===== config.mk =====
export PLATFORM = sky130hd
export DESIGN_NAME = servo_pwm_array_flat
export DESIGN_NICKNAME = d
export VERILOG_FILES = /design/src/rtl/servo_pwm_array_if.sv /design/src/rtl/servo_pwm_array.sv /design/src/flat_wrapper.sv
export SDC_FILE = /design/constraint.sdc
export NUM_CORES = 2
export LEC_CHECK = 0
export CAP_MARGIN = 5
export CORE_ASPECT_RATIO = 0.9
export CORE_MARGIN = 2
export CORE_UTILIZATION = 40
export DETAILED_ROUTE_END_ITERATION = 16
export HOLD_SLACK_MARGIN = 0.06
export PLACE_DENSITY = 0.62
export SLEW_MARGIN = 25
export SYNTH_ARGS = -nofsm -noshare
export SYNTH_HDL_FRONTEND = slang
export SYNTH_SLANG_ARGS = --single-unit
export TNS_END_PERCENT = 10

===== constraint.sdc =====
create_clock -name clk -period 39.1 [get_ports clk]
set_input_delay 9.775 -clock clk [delete_from_list [all_inputs] [get_ports clk]]
set_output_delay 9.775 -clock clk [all_outputs]
set_load 0.01 [all_outputs]

===== src/rtl/servo_pwm_array_if.sv =====
// Setpoint handshake bundle for servo_pwm_array: a packed set of signed angles
// offered by the joint-angle source under valid/ready.
interface servo_pwm_array_if #(
  parameter int unsigned NUM_CH = 3,
  parameter int unsigned ANG_W  = 10
);
  logic [NUM_CH*ANG_W-1:0] ang_flat;
  logic                    ang_valid;
  logic                    ang_ready;

  modport master (output ang_flat, output ang_valid, input ang_ready);
  modport slave  (input ang_flat, input ang_valid, output ang_ready);
endinterface


===== src/rtl/servo_pwm_array.sv =====
// Multi-channel servo PWM generator: sequential angle-to-duty conversion with
// clamp and hysteresis, period-aligned duty update. Optional SERVO_SLEW_EN limits duty slew.
module servo_pwm_array #(
  parameter int unsigned CLK_FREQ  = 25_000_000,
  parameter int unsigned PWM_FREQ  = 50,
  parameter int unsigned NUM_CH    = 3,
  parameter int unsigned ANG_W     = 10,
  parameter int          ANG_MAX   = 270,
  parameter int unsigned DC_MIN    = 25_000,
  parameter int unsigned DC_MID    = 75_000,
  parameter int unsigned DC_MAX    = 125_000,
  parameter int          HYST      = 15,
  parameter int unsigned SLEW_STEP = 5_000
) (
  input  logic               clk,
  input  logic               rst,
  servo_pwm_array_if.slave   ang,
  input  logic [NUM_CH-1:0]  enable,
  output logic [NUM_CH-1:0]  pwm_out,
  output logic               period_start
);

  localparam int unsigned PERIOD = CLK_FREQ / PWM_FREQ;
  localparam int unsigned CH_W   = (NUM_CH > 1) ? $clog2(NUM_CH) : 1;

  if (DC_MAX >= PERIOD || SLEW_STEP == 0) begin : g_param_check
    $error("servo_pwm_array: DC_MAX must be below PERIOD and SLEW_STEP positive");
  end

  typedef enum logic {S_IDLE, S_CONV} state_e;

  state_e                  state_q;
  logic [CH_W-1:0]         ch_q;
  logic [NUM_CH*ANG_W-1:0] ang_q;
  logic signed [ANG_W:0]   last_q    [NUM_CH];
  logic [31:0]             pending_q [NUM_CH];
  logic [31:0]             target_q  [NUM_CH];
  logic [31:0]             target_d  [NUM_CH];
  logic [31:0]             duty_q    [NUM_CH];
  logic [31:0]             duty_d    [NUM_CH];
  logic [31:0]             cnt_q;
  logic                    ready_q;
  logic                    pstart_q;
  logic [NUM_CH-1:0]       pwm_q;

  logic signed [ANG_W-1:0] raw;
  int                      a_c;
  int                      diff;
  logic                    hold;
  logic [31:0]             mag;
  logic [31:0]             dc_new;
  logic [31:0]             conv_duty;
  logic                    commit;
  logic                    wrap;

  assign ang.ang_ready = ready_q;
  assign pwm_out       = pwm_q;
  assign period_start  = pstart_q;
  assign wrap          = (cnt_q == PERIOD - 1);

  always_comb begin
    raw = ang_q[ch_q*ANG_W +: ANG_W];
    a_c = int'(raw);
    if (a_c > ANG_MAX)       a_c = ANG_MAX;
    else if (a_c < -ANG_MAX) a_c = -ANG_MAX;
    diff = a_c - int'(last_q[ch_q]);
    if (diff < 0) diff = -diff;
    hold = (diff <= HYST);
    if (a_c >= 0) begin
      mag    = 32'(a_c);
      dc_new = DC_MID + ((DC_MAX - DC_MID) * mag) / 32'(ANG_MAX);
    end else begin
      mag    = 32'(-a_c);
      dc_new = DC_MID - ((DC_MID - DC_MIN) * mag) / 32'(ANG_MAX);
    end
    conv_duty = hold ? target_q[ch_q] : dc_new;
    commit    = (state_q == S_CONV) && (ch_q == CH_W'(NUM_CH - 1));
    // Last channel's result bypasses pending so the whole set commits in one cycle.
    for (int unsigned i = 0; i < NUM_CH; i++) begin
      target_d[i] = target_q[i];
      if (commit) target_d[i] = (i == NUM_CH - 1) ? conv_duty : pending_q[i];
`ifdef SERVO_SLEW_EN
      if (target_d[i] > duty_q[i])
        duty_d[i] = (target_d[i] - duty_q[i] > SLEW_STEP) ? duty_q[i] + SLEW_STEP : target_d[i];
      else
        duty_d[i] = (duty_q[i] - target_d[i] > SLEW_STEP) ? duty_q[i] - SLEW_STEP : target_d[i];
`else
      duty_d[i] = target_d[i];
`endif
    end
  end

  always_ff @(posedge clk or posedge rst) begin
    if (rst) begin
      state_q  <= S_IDLE;
      ch_q     <= '0;
      ang_q    <= '0;
      cnt_q    <= '0;
      ready_q  <= 1'b1;
      pstart_q <= 1'b0;
      pwm_q    <= '0;
      for (int unsigned i = 0; i < NUM_CH; i++) begin
        last_q[i]    <= '0;
        pending_q[i] <= DC_MID;
        target_q[i]  <= DC_MID;
        duty_q[i]    <= DC_MID;
      end
    end else begin
      cnt_q    <= wrap ? '0 : cnt_q + 32'd1;
      pstart_q <= (cnt_q == '0);
      for (int unsigned i = 0; i < NUM_CH; i++) begin
        pwm_q[i]    <= enable[i] && (cnt_q < duty_q[i]);
        target_q[i] <= target_d[i];
        if (wrap) duty_q[i] <= duty_d[i];
      end
      case (state_q)
        S_IDLE: begin
          if (ang.ang_valid && ready_q) begin
            ang_q   <= ang.ang_flat;
            ch_q    <= '0;
            ready_q <= 1'b0;
            state_q <= S_CONV;
          end
        end
        S_CONV: begin
          pending_q[ch_q] <= conv_duty;
          if (!hold) last_q[ch_q] <= a_c[ANG_W:0];
          if (commit) begin
            ready_q <= 1'b1;
            state_q <= S_IDLE;
          end else begin
            ch_q <= ch_q + 1'b1;
          end
        end
        default: state_q <= S_IDLE;
      endcase
    end
  end

endmodule


===== src/flat_wrapper.sv =====
// flat-port wrapper written by rule: the top's interface ports become plain ports
module servo_pwm_array_flat 
#(
  parameter int unsigned CLK_FREQ  = 25_000_000,
  parameter int unsigned PWM_FREQ  = 50,
  parameter int unsigned NUM_CH    = 3,
  parameter int unsigned ANG_W     = 10,
  parameter int          ANG_MAX   = 270,
  parameter int unsigned DC_MIN    = 25_000,
  parameter int unsigned DC_MID    = 75_000,
  parameter int unsigned DC_MAX    = 125_000,
  parameter int          HYST      = 15,
  parameter int unsigned SLEW_STEP = 5_000
)
  (clk, rst, enable, pwm_out, period_start, ang_ang_flat, ang_ang_valid, ang_ang_ready);
  servo_pwm_array_if #(.NUM_CH(NUM_CH), .ANG_W(ANG_W)) ang_i ();
  input  logic clk;
  input  logic rst;
  input  logic [NUM_CH-1:0] enable;
  output logic [NUM_CH-1:0] pwm_out;
  output logic period_start;
  input wire logic [$bits(ang_i.ang_flat)-1:0] ang_ang_flat;
  input wire logic [$bits(ang_i.ang_valid)-1:0] ang_ang_valid;
  output wire logic [$bits(ang_i.ang_ready)-1:0] ang_ang_ready;
  assign ang_i.ang_flat = ang_ang_flat;
  assign ang_i.ang_valid = ang_ang_valid;
  assign ang_ang_ready = ang_i.ang_ready;
  servo_pwm_array #(.CLK_FREQ(CLK_FREQ), .PWM_FREQ(PWM_FREQ), .NUM_CH(NUM_CH), .ANG_W(ANG_W), .ANG_MAX(ANG_MAX), .DC_MIN(DC_MIN), .DC_MID(DC_MID), .DC_MAX(DC_MAX), .HYST(HYST), .SLEW_STEP(SLEW_STEP)) u_core (.clk(clk), .rst(rst), .ang(ang_i), .enable(enable), .pwm_out(pwm_out), .period_start(period_start));
endmodule

==> run summary <==
Die area = 120000 µm²
#FFs+latches synth = 356
CP Max Fanout = 26
Avg Cell Area, Syn = 7.70 µm²
Final setup viols = 0
Avg WL per Cell = 19.5 µm
Initial antenna violation count = 1
Multi-input logic area = 35500 µm²
Worst path required time = 39.52 ns
Transition time of the tightest slew-check pin = 1.09 ns
Layout cells sized above 1 = 7.89%
Initial core utilization = 40.2%
CORE AREA = 117000 µm²
Crit path launch type = flop
Worst Skew = 0.0285 ns
Cells on Worst Hold Path = 2
Hold-fix buffers at CTS = 0
HP Class = flop to flop
Period minus WS final = 36.66 ns
Nets = 6429
1st-iter DRT viols = 4006
Final ANT Viol Nets = 0
Vias per cell = 6.01
CTS tree = done
Slew margin rel. = 26.8%
Number of vias in the routed layout = 45600
GPL Wtd Cong = 0.948
Fmax achieved = 27.3 MHz
Hold WS = 0.477 ns
Tot GR Track Use = 24.1%
Post-Syn Area = 46900 µm²
Post-synth ARST share = 100%
Vias in the first global route = 42900
Top Ports = 41
Total Routed Length = 148000 µm
Max Cap Viol = 0
Max-slew violations = 0
First-pass GRT wire length = 238000 µm
Dpl hpwl = 114000 µm
Clock latency on the worst-skew pair = 0.58 ns
R2r worst-path depth = 100
Crit path DAT = 37.07 ns
Syn Inst Count = 6091
Crit-path max cell delay = 0.73 ns
Synth warn = 0
Root buffer cell = clkbuf_16
Worst path most repeated cell = nand2_1
Final Hold Vio Count = 0
Total congestion overflow = 0
TritonRoute pass-1 iters = 6
Outcome = finished clean
Number of diodes = 0
Clock sinks = 356
Unique masters post-synth = 160
Slowest CP cell = a211oi_4
Post-synthesis sequential area ratio = 19.2%
CTS resizes = 0
Drt drc = 0
Largest net degree at the start of global routing = 116
Clock Pin Slew Worst Setup and Hold Paths = 0.06 ns
Critical setup path kind = flop to flop
Sequential Area = 8990 µm²
Width of the chip = 365 µm
Num CTS Buffers = 37
Fillers = 12000
Syn-to-layout area delta = 6.45%
Main synth FF type = dfrtp_1
Number of synthesized flops with an enable pin = 0
Crit end category = flop
Ratio of final minimum period to clock period = 93.8%
H-tree Lvls = 2
Cell row count = 119
Die height = 329 µm
Clock buffer depth = 3
RSZ-0062 raised after global routing = no
Port bufs = 40
Setup Fix Bufs, Post-CTS = 0
Total negative setup slack = 0 ns
Syn nets = 6537
-- through the flow --
step,setup slack (ns),cell area (µm²),std cells,util (%)
3_3_place_gp,2.45,48700,7517,41.7
6_report,2.44,49900,7584,42.8
4_1_cts,2.55,49900,7584,42.7
2_1_floorplan,10.46,46900,6091,-
3_5_place_dp,2.73,48800,7517,41.8
5_1_grt,0.177,49900,7584,42.8
-- layer usage --
| metal | track usage, % | part of all wire, % | wire [µm] |
|---|---|---|---|
| met1 | 34.5 | 48 | 70400 |
| met2 | 38.4 | 44 | 65600 |
| met3 | 2.73 | 5.5 | 8150 |
| met4 | 5.97 | 2.7 | 3960 |
| met5 | 0 | 0 | 0 |
-- synth_stat cells (65+ instances only) --
| cell type | instances | share of area (%) |
|---|---|---|
| nand2_1 | 839 | 6.7 |
| o21ai_0 | 460 | 4.9 |
| nor2_1 | 401 | 3.2 |
| inv_1 | 400 | 3.2 |
| ha_1 | 320 | 8.5 |
| a21oi_1 | 318 | 3.4 |
| dfrtp_1 | 291 | 16 |
| xnor2_1 | 284 | 5.3 |
| clkbuf_1 | 185 | 1.5 |
| nand3_1 | 174 | 1.9 |
| nor3_1 | 150 | 1.6 |
| xor2_1 | 120 | 2.2 |
| mux2i_1 | 119 | 2.5 |
| fa_1 | 90 | 3.8 |
| o211ai_1 | 90 | 1.4 |
| a31oi_1 | 84 | 1.1 |
| and2_1 | 82 | 1.1 |
| nand2b_1 | 76 | 1.0 |
| or3_1 | 69 | 0.92 |
| o21ai_1 | 68 | 0.73 |
| a211oi_1 | 66 | 1.1 |
| dfstp_2 | 65 | 3.6 |
-- worst paths after layout --
check | startpoint | end | slack [ns]
setup / recovery | u_core.ch_q[1] | u_core.duty_q[0] | 2.44
hold / removal | u_core.pending_q[61] | u_core.pending_q[61] | 0.48
min in group asynchronous | rst | u_core.pending_q[54] | 9.68
hold reg to reg | u_core.pending_q[61] | u_core.pending_q[61] | 0.48
max in group asynchronous | rst | u_core.target_q[33] | 27.23
setup reg to reg | u_core.ch_q[1] | u_core.duty_q[0] | 2.44
-- placed cells by master (no fill, tap or decap), types with 65 or more instances in the layout --
cell type	netlist	layout
xnor2_1	284	282
and2_1	82	80
or3_1	69	69
inv_1	400	399
nor2_1	401	400
o211ai_1	90	90
xor2_1	120	119
nand3_1	174	174
nor3_1	150	150
dfstp_2	65	65
ha_1	320	320
a31oi_1	84	83
a21oi_1	318	317
nand2b_1	76	75
a211oi_1	66	66
mux2i_1	119	118
o21ai_0	460	459
dfrtp_1	291	289
nand2_1	839	836
fa_1	90	90
o21ai_1	68	69
-- critical path, delay by kind of cell (launching register included) --
kind	cells	cell delay (ns)
mux	6	2.68
fa+ha+maj	8	3.07
buf+inv	6	1.01
simple gates	27	8.75
xor+xnor	3	1.37
flops	1	0.70
compound gates	50	18.81
-- final cells by class --
cell class | count | area share [%]
multi-input cells | 5088 | 71.1
flip-flops and latches | 356 | 18.0
well taps | 1573 | 3.94
inverters | 407 | 3.07
clock buffers | 57 | 2.06
repair buffers | 93 | 1.63
clock inverters | 10 | 0.225
-- kinds of logic after synthesis --
group | after synthesis | share of synthesized area, %
AOI/OAI and AO/OA | 1820 | 27.0
xor gates and xnor gates | 417 | 8.04
adders and majority gates | 437 | 12.9
buffers and inverters | 647 | 5.41
DFF | 356 | 19.2
muxes | 191 | 4.29
and+or+nand+nor | 2223 | 23.1
-- flip-flops by register name, summed over array words and instances (netlist names) --
| name | count |
|---|---|
| u_core.ang.ang_ready | 1 |
| u_core.pending_q | 64 |
| u_core.ch_q | 2 |
| u_core.pwm_out | 3 |
| u_core.last_q | 30 |
| u_core.duty_q | 96 |
| u_core.cnt_q | 32 |
| u_core.ang_q | 30 |
| u_core.period_start | 1 |
| u_core.state_q | 1 |
| u_core.target_q | 96 |
Power is not shown: default switching activity piles up to over one toggle a cycle in this logic, so the estimate is an artifact.
